==> config.mk <==
export PLATFORM = sky130hd
export DESIGN_NAME = alu_result_queue
export DESIGN_NICKNAME = d
export VERILOG_FILES = /design/src/rtl/alu_result_queue.sv
export SDC_FILE = /design/constraint.sdc
export NUM_CORES = 1
export LEC_CHECK = 0
export BUFFER_PORTS_ARGS = -buffer_cell sky130_fd_sc_hd__buf_2
export CORE_UTILIZATION = 35
export CTS_BUF_LIST = sky130_fd_sc_hd__clkbuf_8
export CTS_CLUSTER_DIAMETER = 60
export DETAILED_ROUTE_END_ITERATION = 8
export PLACE_DENSITY = 0.51
export SLEW_MARGIN = 20
export SYNTH_ARGS = -nofsm -noshare
export SYNTH_HDL_FRONTEND = slang
export SYNTH_SLANG_ARGS = --single-unit
==> constraint.sdc <==
create_clock -name clk -period 2.1 [get_ports clk]
set_input_delay 0.105 -clock clk [delete_from_list [all_inputs] [get_ports clk]]
set_output_delay 0.105 -clock clk [all_outputs]
set_load 0.1 [all_outputs]
==> src/rtl/alu_result_queue.sv <==
// ALU result queue: selects one of three unit results (or repeats the last one)
// and buffers it with zero/negative flags in a small FIFO for a downstream consumer.
module alu_result_queue #(
  parameter int unsigned N     = 8,
  parameter int unsigned DEPTH = 4
) (
  input  logic                    clk,
  input  logic                    rst,
  input  logic signed [N-1:0]     RA,
  input  logic signed [N-1:0]     RL,
  input  logic signed [N-1:0]     RS,
  input  logic                    s1,
  input  logic                    s0,
  input  logic                    in_valid,
  output logic                    in_ready,
  output logic signed [N-1:0]     RC,
  output logic                    zf,
  output logic                    nf,
  output logic                    out_valid,
  input  logic                    out_ready,
  output logic [$clog2(DEPTH):0]  count
);

  localparam int unsigned AW = $clog2(DEPTH);
  localparam logic [AW:0] Full = (AW+1)'(DEPTH);

  logic [AW-1:0]       wr_ptr_q, wr_ptr_d;
  logic [AW-1:0]       rd_ptr_q, rd_ptr_d;
  logic [AW:0]         count_q, count_d;
  logic signed [N-1:0] last_q, last_d;

  logic signed [N-1:0] val_mem [DEPTH];
  logic                zf_mem  [DEPTH];
  logic                nf_mem  [DEPTH];

  logic                push, pop;
  logic [1:0]          sel;
  logic signed [N-1:0] sel_val;

  assign sel       = {s1, s0};
  assign count     = count_q;
  assign in_ready  = (count_q < Full);
  assign out_valid = (count_q != '0);
  assign push      = in_valid && in_ready;
  assign pop       = out_valid && out_ready;

  always_comb begin
    sel_val = last_q;
    case (sel)
      2'b00:   sel_val = RA;
      2'b01:   sel_val = RL;
      2'b11:   sel_val = RS;
      default: sel_val = last_q;
    endcase
  end

  always_comb begin
    wr_ptr_d = wr_ptr_q;
    rd_ptr_d = rd_ptr_q;
    count_d  = count_q;
    last_d   = last_q;
    if (push) begin
      wr_ptr_d = wr_ptr_q + AW'(1);
      if (sel != 2'b10) last_d = sel_val;
    end
    if (pop) rd_ptr_d = rd_ptr_q + AW'(1);
    case ({push, pop})
      2'b10:   count_d = count_q + (AW+1)'(1);
      2'b01:   count_d = count_q - (AW+1)'(1);
      default: count_d = count_q;
    endcase
  end

  always_ff @(posedge clk) begin
    if (rst) begin
      wr_ptr_q <= '0;
      rd_ptr_q <= '0;
      count_q  <= '0;
      last_q   <= '0;
    end else begin
      wr_ptr_q <= wr_ptr_d;
      rd_ptr_q <= rd_ptr_d;
      count_q  <= count_d;
      last_q   <= last_d;
    end
  end

  // Storage is not cleared; the output mux hides stale entries when empty.
  always_ff @(posedge clk) begin
    if (push && !rst) begin
      val_mem[wr_ptr_q] <= sel_val;
      zf_mem[wr_ptr_q]  <= (sel_val == '0);
      nf_mem[wr_ptr_q]  <= sel_val[N-1];
    end
  end

  always_comb begin
    RC = '0;
    zf = 1'b1;
    nf = 1'b0;
    if (out_valid) begin
      RC = val_mem[rd_ptr_q];
      zf = zf_mem[rd_ptr_q];
      nf = nf_mem[rd_ptr_q];
    end
  end

endmodule

==> Word level (Yosys, flattened, before mapping) <==
Memories as Yosys holds them, arrays and structs flattened. A register that Yosys moved wholly into a read port is not among the register bits.
Index checks and enable logic that the tools add are counted.
{ "op_classes": {"n_addsub": 4, "n_lt_le_gt_ge": 1, "eq_ne": 5, "mux": 13, "n_reduce_logical": 9} }
{ "op_table": {"columns": ["cell", "count"], "rows": [
  ["$pmux W8 S3", 1],
  ["$mux W2", 6],
  ["$logic_not A8 Y1", 1],
  ["$mux W8", 1],
  ["$pmux W3 S2", 1],
  ["$add A2 B1 Y2 const B", 2],
  ["$eq A2 B1 Y1 const B", 2],
  ["$eq A2 B2 Y1 const B", 2],
  ["$mux W1", 4],
  ["$add A3 B1 Y3 const B", 1],
  ["$logic_and A1 B1 Y1", 3],
  ["$lt A3 B3 Y1 const B", 1],
  ["$reduce_bool A3 Y1", 1],
  ["$sub A3 B1 Y3 const B", 1],
  ["$logic_not A2 Y1", 1],
  ["$ne A2 B2 Y1 const B", 1],
  ["$reduce_and A2 Y1", 1],
  ["$reduce_bool A2 Y1", 1],
  ["$logic_not A1 Y1", 1]
]} }
{ "totals": {"ff_bits": 15, "mem_bits_rw": 40, "inputBits": 30, "output_inout_bits": 15, "wordCells": 39, "memories": 3} }
{ "mem_list": {"columns": ["memory", "words", "word_bits", "rd", "rd_clocked_by_memory_dff", "write_ports", "line_no", "rtl"], "rows": [
  ["val_mem", 4, 8, 1, 1, 1, "32", "logic signed [N-1:0] val_mem [DEPTH];"],
  ["nf_mem", 4, 1, 1, 1, 1, "34", "logic nf_mem [DEPTH];"],
  ["zf_mem", 4, 1, 1, 1, 1, "33", "logic zf_mem [DEPTH];"]
]} }

==> Depth between registers and ports, before layout <==
{ "logic_depth": {"word_depth": 5, "mapped_depth": 8} }

==> Worst setup path after synthesis <==
Ideal clock, no wire load.
{ "synth_timing": {"path_kind": "register to output", "from": "reg count_q[0], in the netlist count[0]", "to": "out RC[7]", "t_arrival_ps": 3299, "setup_slack_ps": -1304, "stages_incl_launch_ff": 4, "n_path_buf": 1, "cell_sequence": "dfxtp_1 > nor3_1 > nor2b_1 > buf_4"} }
{ "synth_via": {"elab_chain_len": 2} }
{ "synth_lines": {"columns": ["element", "line_no", "rtl"], "rows": [
  ["start, declared", "29", "logic [AW:0] count_q, count_d;"],
  ["start signal, assigned", "83", "count_q <= count_d;"],
  ["$reduce_bool A3 Y1", "43", "assign out_valid = (count_q != '0);"],
  ["$mux W8", "101", "if (out_valid) begin"],
  ["end, declared", "16", "output logic signed [N-1:0] RC,"]
]} }
Every way passes these cells.

==> summary.log <==
[run_status] outcome complete, no violations
[layout] area delta synth->final 20.3%
[global_routing] antenna violations before repair 0
[sta] number of setup violations in the final report 0
[setup_path] internal reg-to-reg setup slack 0.24 ns
[global_routing] pin count of the biggest net entering global routing 20
[die] Chip Width 86.9 um
[drt] number of iterations in the first detailed-routing pass 4
[synth] number of register bits inferred by synthesis 53
[setup_path] type of origin of the critical path register
[clocking] number of buffers inserted during clock tree synthesis 5
[pwr] power density over the cells 1380 mW/mm^2
[die] std cell rows 30
[layout] number of nets in the layout 265
[synth] post-synthesis async set-or-reset flop share 0%
[synth] Avg Inst Size Synth 14.0 um^2
[clocking] maximum count of clock buffers along a single path 2
[clocking] cts repair resizes 0
[synth] number of distinct standard cells referenced by the synthesized netlist 30
[setup_path] worst path required time 2.00 ns
[placed_design] routability cong. 0.742
[drt] per-cell routed wire length 14.3 um
[placed_design] final HPWL from detailed placement 3420 um
[synth] synth warn 0
[sta] RSZ-0062 raised after global routing false
[global_routing] Tot GR Track Use 13.7%
[setup_path] Crit Path Max Fanout 9
[global_routing] via count of the first global-routing pass 1535
[drt] vias per inst 4.74
[die] num ports 45
[sta] Final Hold Vio Count 0
[clocking] later-pin clock latency in the skew report 0.30 ns
[clocking] Clock Sinks 53
[setup_path] Worst Setup Path Type register to primary output
[synth] leading post-synthesis cells by cell area sky130_fd_sc_hd__edfxtp_1, sky130_fd_sc_hd__mux4_2, sky130_fd_sc_hd__dfxtp_1
[drt] via count 1544
[drt] total wire length after detailed routing 4670 um
[sta] Max Slew Vio Count 0
[die] vertical extent of the die 86.9 um
[die] Initial Utilization 36.7%
[die] Die Footprint 0.00755 mm^2
[clocking] Root Driver sky130_fd_sc_hd__clkbuf_8
[synth] number of cells produced by synthesis 180
[pwr] leakage power 1.13 nW
[clocking] clock tree from TritonCTS built
[sta] FMAX 519 MHz
[placed_design] worst-case setup slack after placement 0.130 ns
[sta] Slew headroom 56.3%
[sta] clock tree skew after final layout 0.00504 ns
[die] core region area 0.00687 mm^2
[clocking] count of hold-fix buffers inserted at cts 0
[synth] number of enable-type register cells in the synthesized netlist 36
[sta] post-layout min period 1.93 ns
[sta] transition time of the tightest slew-check pin 0.652 ns
[global_routing] total overflow reported by the global router 0
[clocking] setup fix buffers added after clock tree synthesis 0
[hold_path] Hold/Removal Path Class input port to register
[global_routing] wire length of the first global-routing pass 7660 um
[synth] nets in the synthesized netlist 216
[synth] largest area contributor in the synthesized netlist sky130_fd_sc_hd__edfxtp_1
[sta] setup_tns 0 ns
[drt] Remaining DRCs 0
[pwr] VDD IR-drop max 345 uV
[synth] ys flop type sky130_fd_sc_hd__edfxtp_1
[synth] cell area after synthesis 0.00252 mm^2
[synth] portion of the post-synthesis area used by sequential elements 56.3%
[drt] Routed Antenna Nets 0
[synth] most frequently used cell type in the post-synthesis netlist sky130_fd_sc_hd__edfxtp_1
[job] count of maximum capacitance violations 0
[layout] share of layout cells above drive strength 1 40.4%
[layout] ANT cells 0
[pwr] total power 4.18 mW
[sta] setup ws final 0.172 ns
[drt] DRC violation total after the first TritonRoute iteration 103
[placed_design] count of buffers from port buffering 44
[clocking] clock transition at the registers of the reported paths 0.09 ns
[setup_path] Worst Setup End Kind primary output
[synth] most instantiated cells after synthesis sky130_fd_sc_hd__edfxtp_1, sky130_fd_sc_hd__dfxtp_1, sky130_fd_sc_hd__mux4_2, sky130_fd_sc_hd__inv_1
[setup_path] arrival time of the worst setup path 1.82 ns
[sta] Final Cycle Share 91.8%
[clocking] H-tree Lvls 2
[synth] area fraction of the dominant cell type after synthesis 42.8%
==> area by class of cell <==
cell class,instances,area (um^2)
clock buffers,5,68.8
well taps,96,120
multi-input cells,97,996
inverters,18,67.6
flip-flops and latches,53,1430
clock inverters,3,15.0
fillers,640,3830
repair buffers,54,335
==> metal layers <==
layer / up-vias / wire [um] / GRT usage (%)
li1: 767 / - / -
met1: 732 / 2310 / 19.5
met2: 39 / 2120 / 21.3
met3: 6 / 160 / 2.37
met4: 0 / 75 / 5.00
met5: - / 0 / 0
==> cell usage in the layout, fill, tap and decap left out, types with 2 or more instances in the layout <==
master                     instances
sky130_fd_sc_hd__inv_2             2
sky130_fd_sc_hd__buf_12            3
sky130_fd_sc_hd__or4_1             2
sky130_fd_sc_hd__xor2_1            4
sky130_fd_sc_hd__o21ai_1           9
sky130_fd_sc_hd__dfxtp_4           3
sky130_fd_sc_hd__buf_2            43
sky130_fd_sc_hd__nor2b_2           7
sky130_fd_sc_hd__mux2_2            2
sky130_fd_sc_hd__clkbuf_8          5
sky130_fd_sc_hd__a21oi_1           4
sky130_fd_sc_hd__mux4_2           17
sky130_fd_sc_hd__buf_4             8
sky130_fd_sc_hd__nand2_1           4
sky130_fd_sc_hd__and2_1            4
sky130_fd_sc_hd__inv_1            18
sky130_fd_sc_hd__ha_1              5
sky130_fd_sc_hd__a221oi_1          8
sky130_fd_sc_hd__nand3b_1          8
sky130_fd_sc_hd__dfxtp_1          14
sky130_fd_sc_hd__nor2_1            8
sky130_fd_sc_hd__edfxtp_1         36
sky130_fd_sc_hd__mux2_1            6
==> worst paths after layout <==
kind	startpoint	end	cells after the start
max	register	RC[6]	4
max reg2reg	count[0]$_SDFFE_PP0P_	count[2]$_SDFFE_PP0P_	8
min	rst	count[1]$_SDFFE_PP0P_	2
min reg2reg	last_q[7]$_SDFFE_PP0P_	last_q[7]$_SDFFE_PP0P_	2
==> flip-flops by register name, summed over array words and instances (netlist names), named ones only <==
| register | count |
|---|---|
| count | 3 |
| zf_mem | 4 |
| wr_ptr_q | 2 |
| last_q | 8 |
| val_mem | 32 |
| rd_ptr_q | 2 |
==> cell families (layout without fill, tap and decap cells) <==
| group | after synthesis | in the layout | share of synthesized area, % |
|---|---|---|---|
| flip-flops | 53 | 53 | 56.3 |
| AND/OR/NAND/NOR | 38 | 38 | 8.68 |
| buffers and inverters | 30 | 80 | 5.40 |
| multiplexers | 25 | 25 | 18.7 |
| AO/OA/AOI/OAI | 24 | 24 | 6.20 |
| adder cells (fa/ha/maj) | 6 | 6 | 3.27 |
| XOR/XNOR | 4 | 4 | 1.39 |
==> worst max-delay path, cell delays in order, from the launching register on <==
cell,delay [ns]
sky130_fd_sc_hd__dfxtp_1,0.32
sky130_fd_sc_hd__buf_4,0.22
sky130_fd_sc_hd__mux4_2,0.54
sky130_fd_sc_hd__nor2b_2,0.16
sky130_fd_sc_hd__buf_2,0.29
==> power by group <==
group          switching, mW  internal, mW  total, mW
Clock                  0.321         0.227      0.548
Combinational           1.70         0.579       2.28
Sequential            0.0891          1.26       1.35
==> stage by stage <==
step           hold slack (ns)  instances  utilization [%]  area (um^2)
6_report                 0.178        326             44.2         3040
4_1_cts                  0.173        326             44.2         3040
5_1_grt                  0.197        326             44.2         3040
3_3_place_gp             0.455        318             43.0         2950
3_5_place_dp             0.463        318             43.0         2950
2_1_floorplan            0.358        180                -         2560
Note: power is estimated with default switching activity, not from simulation.
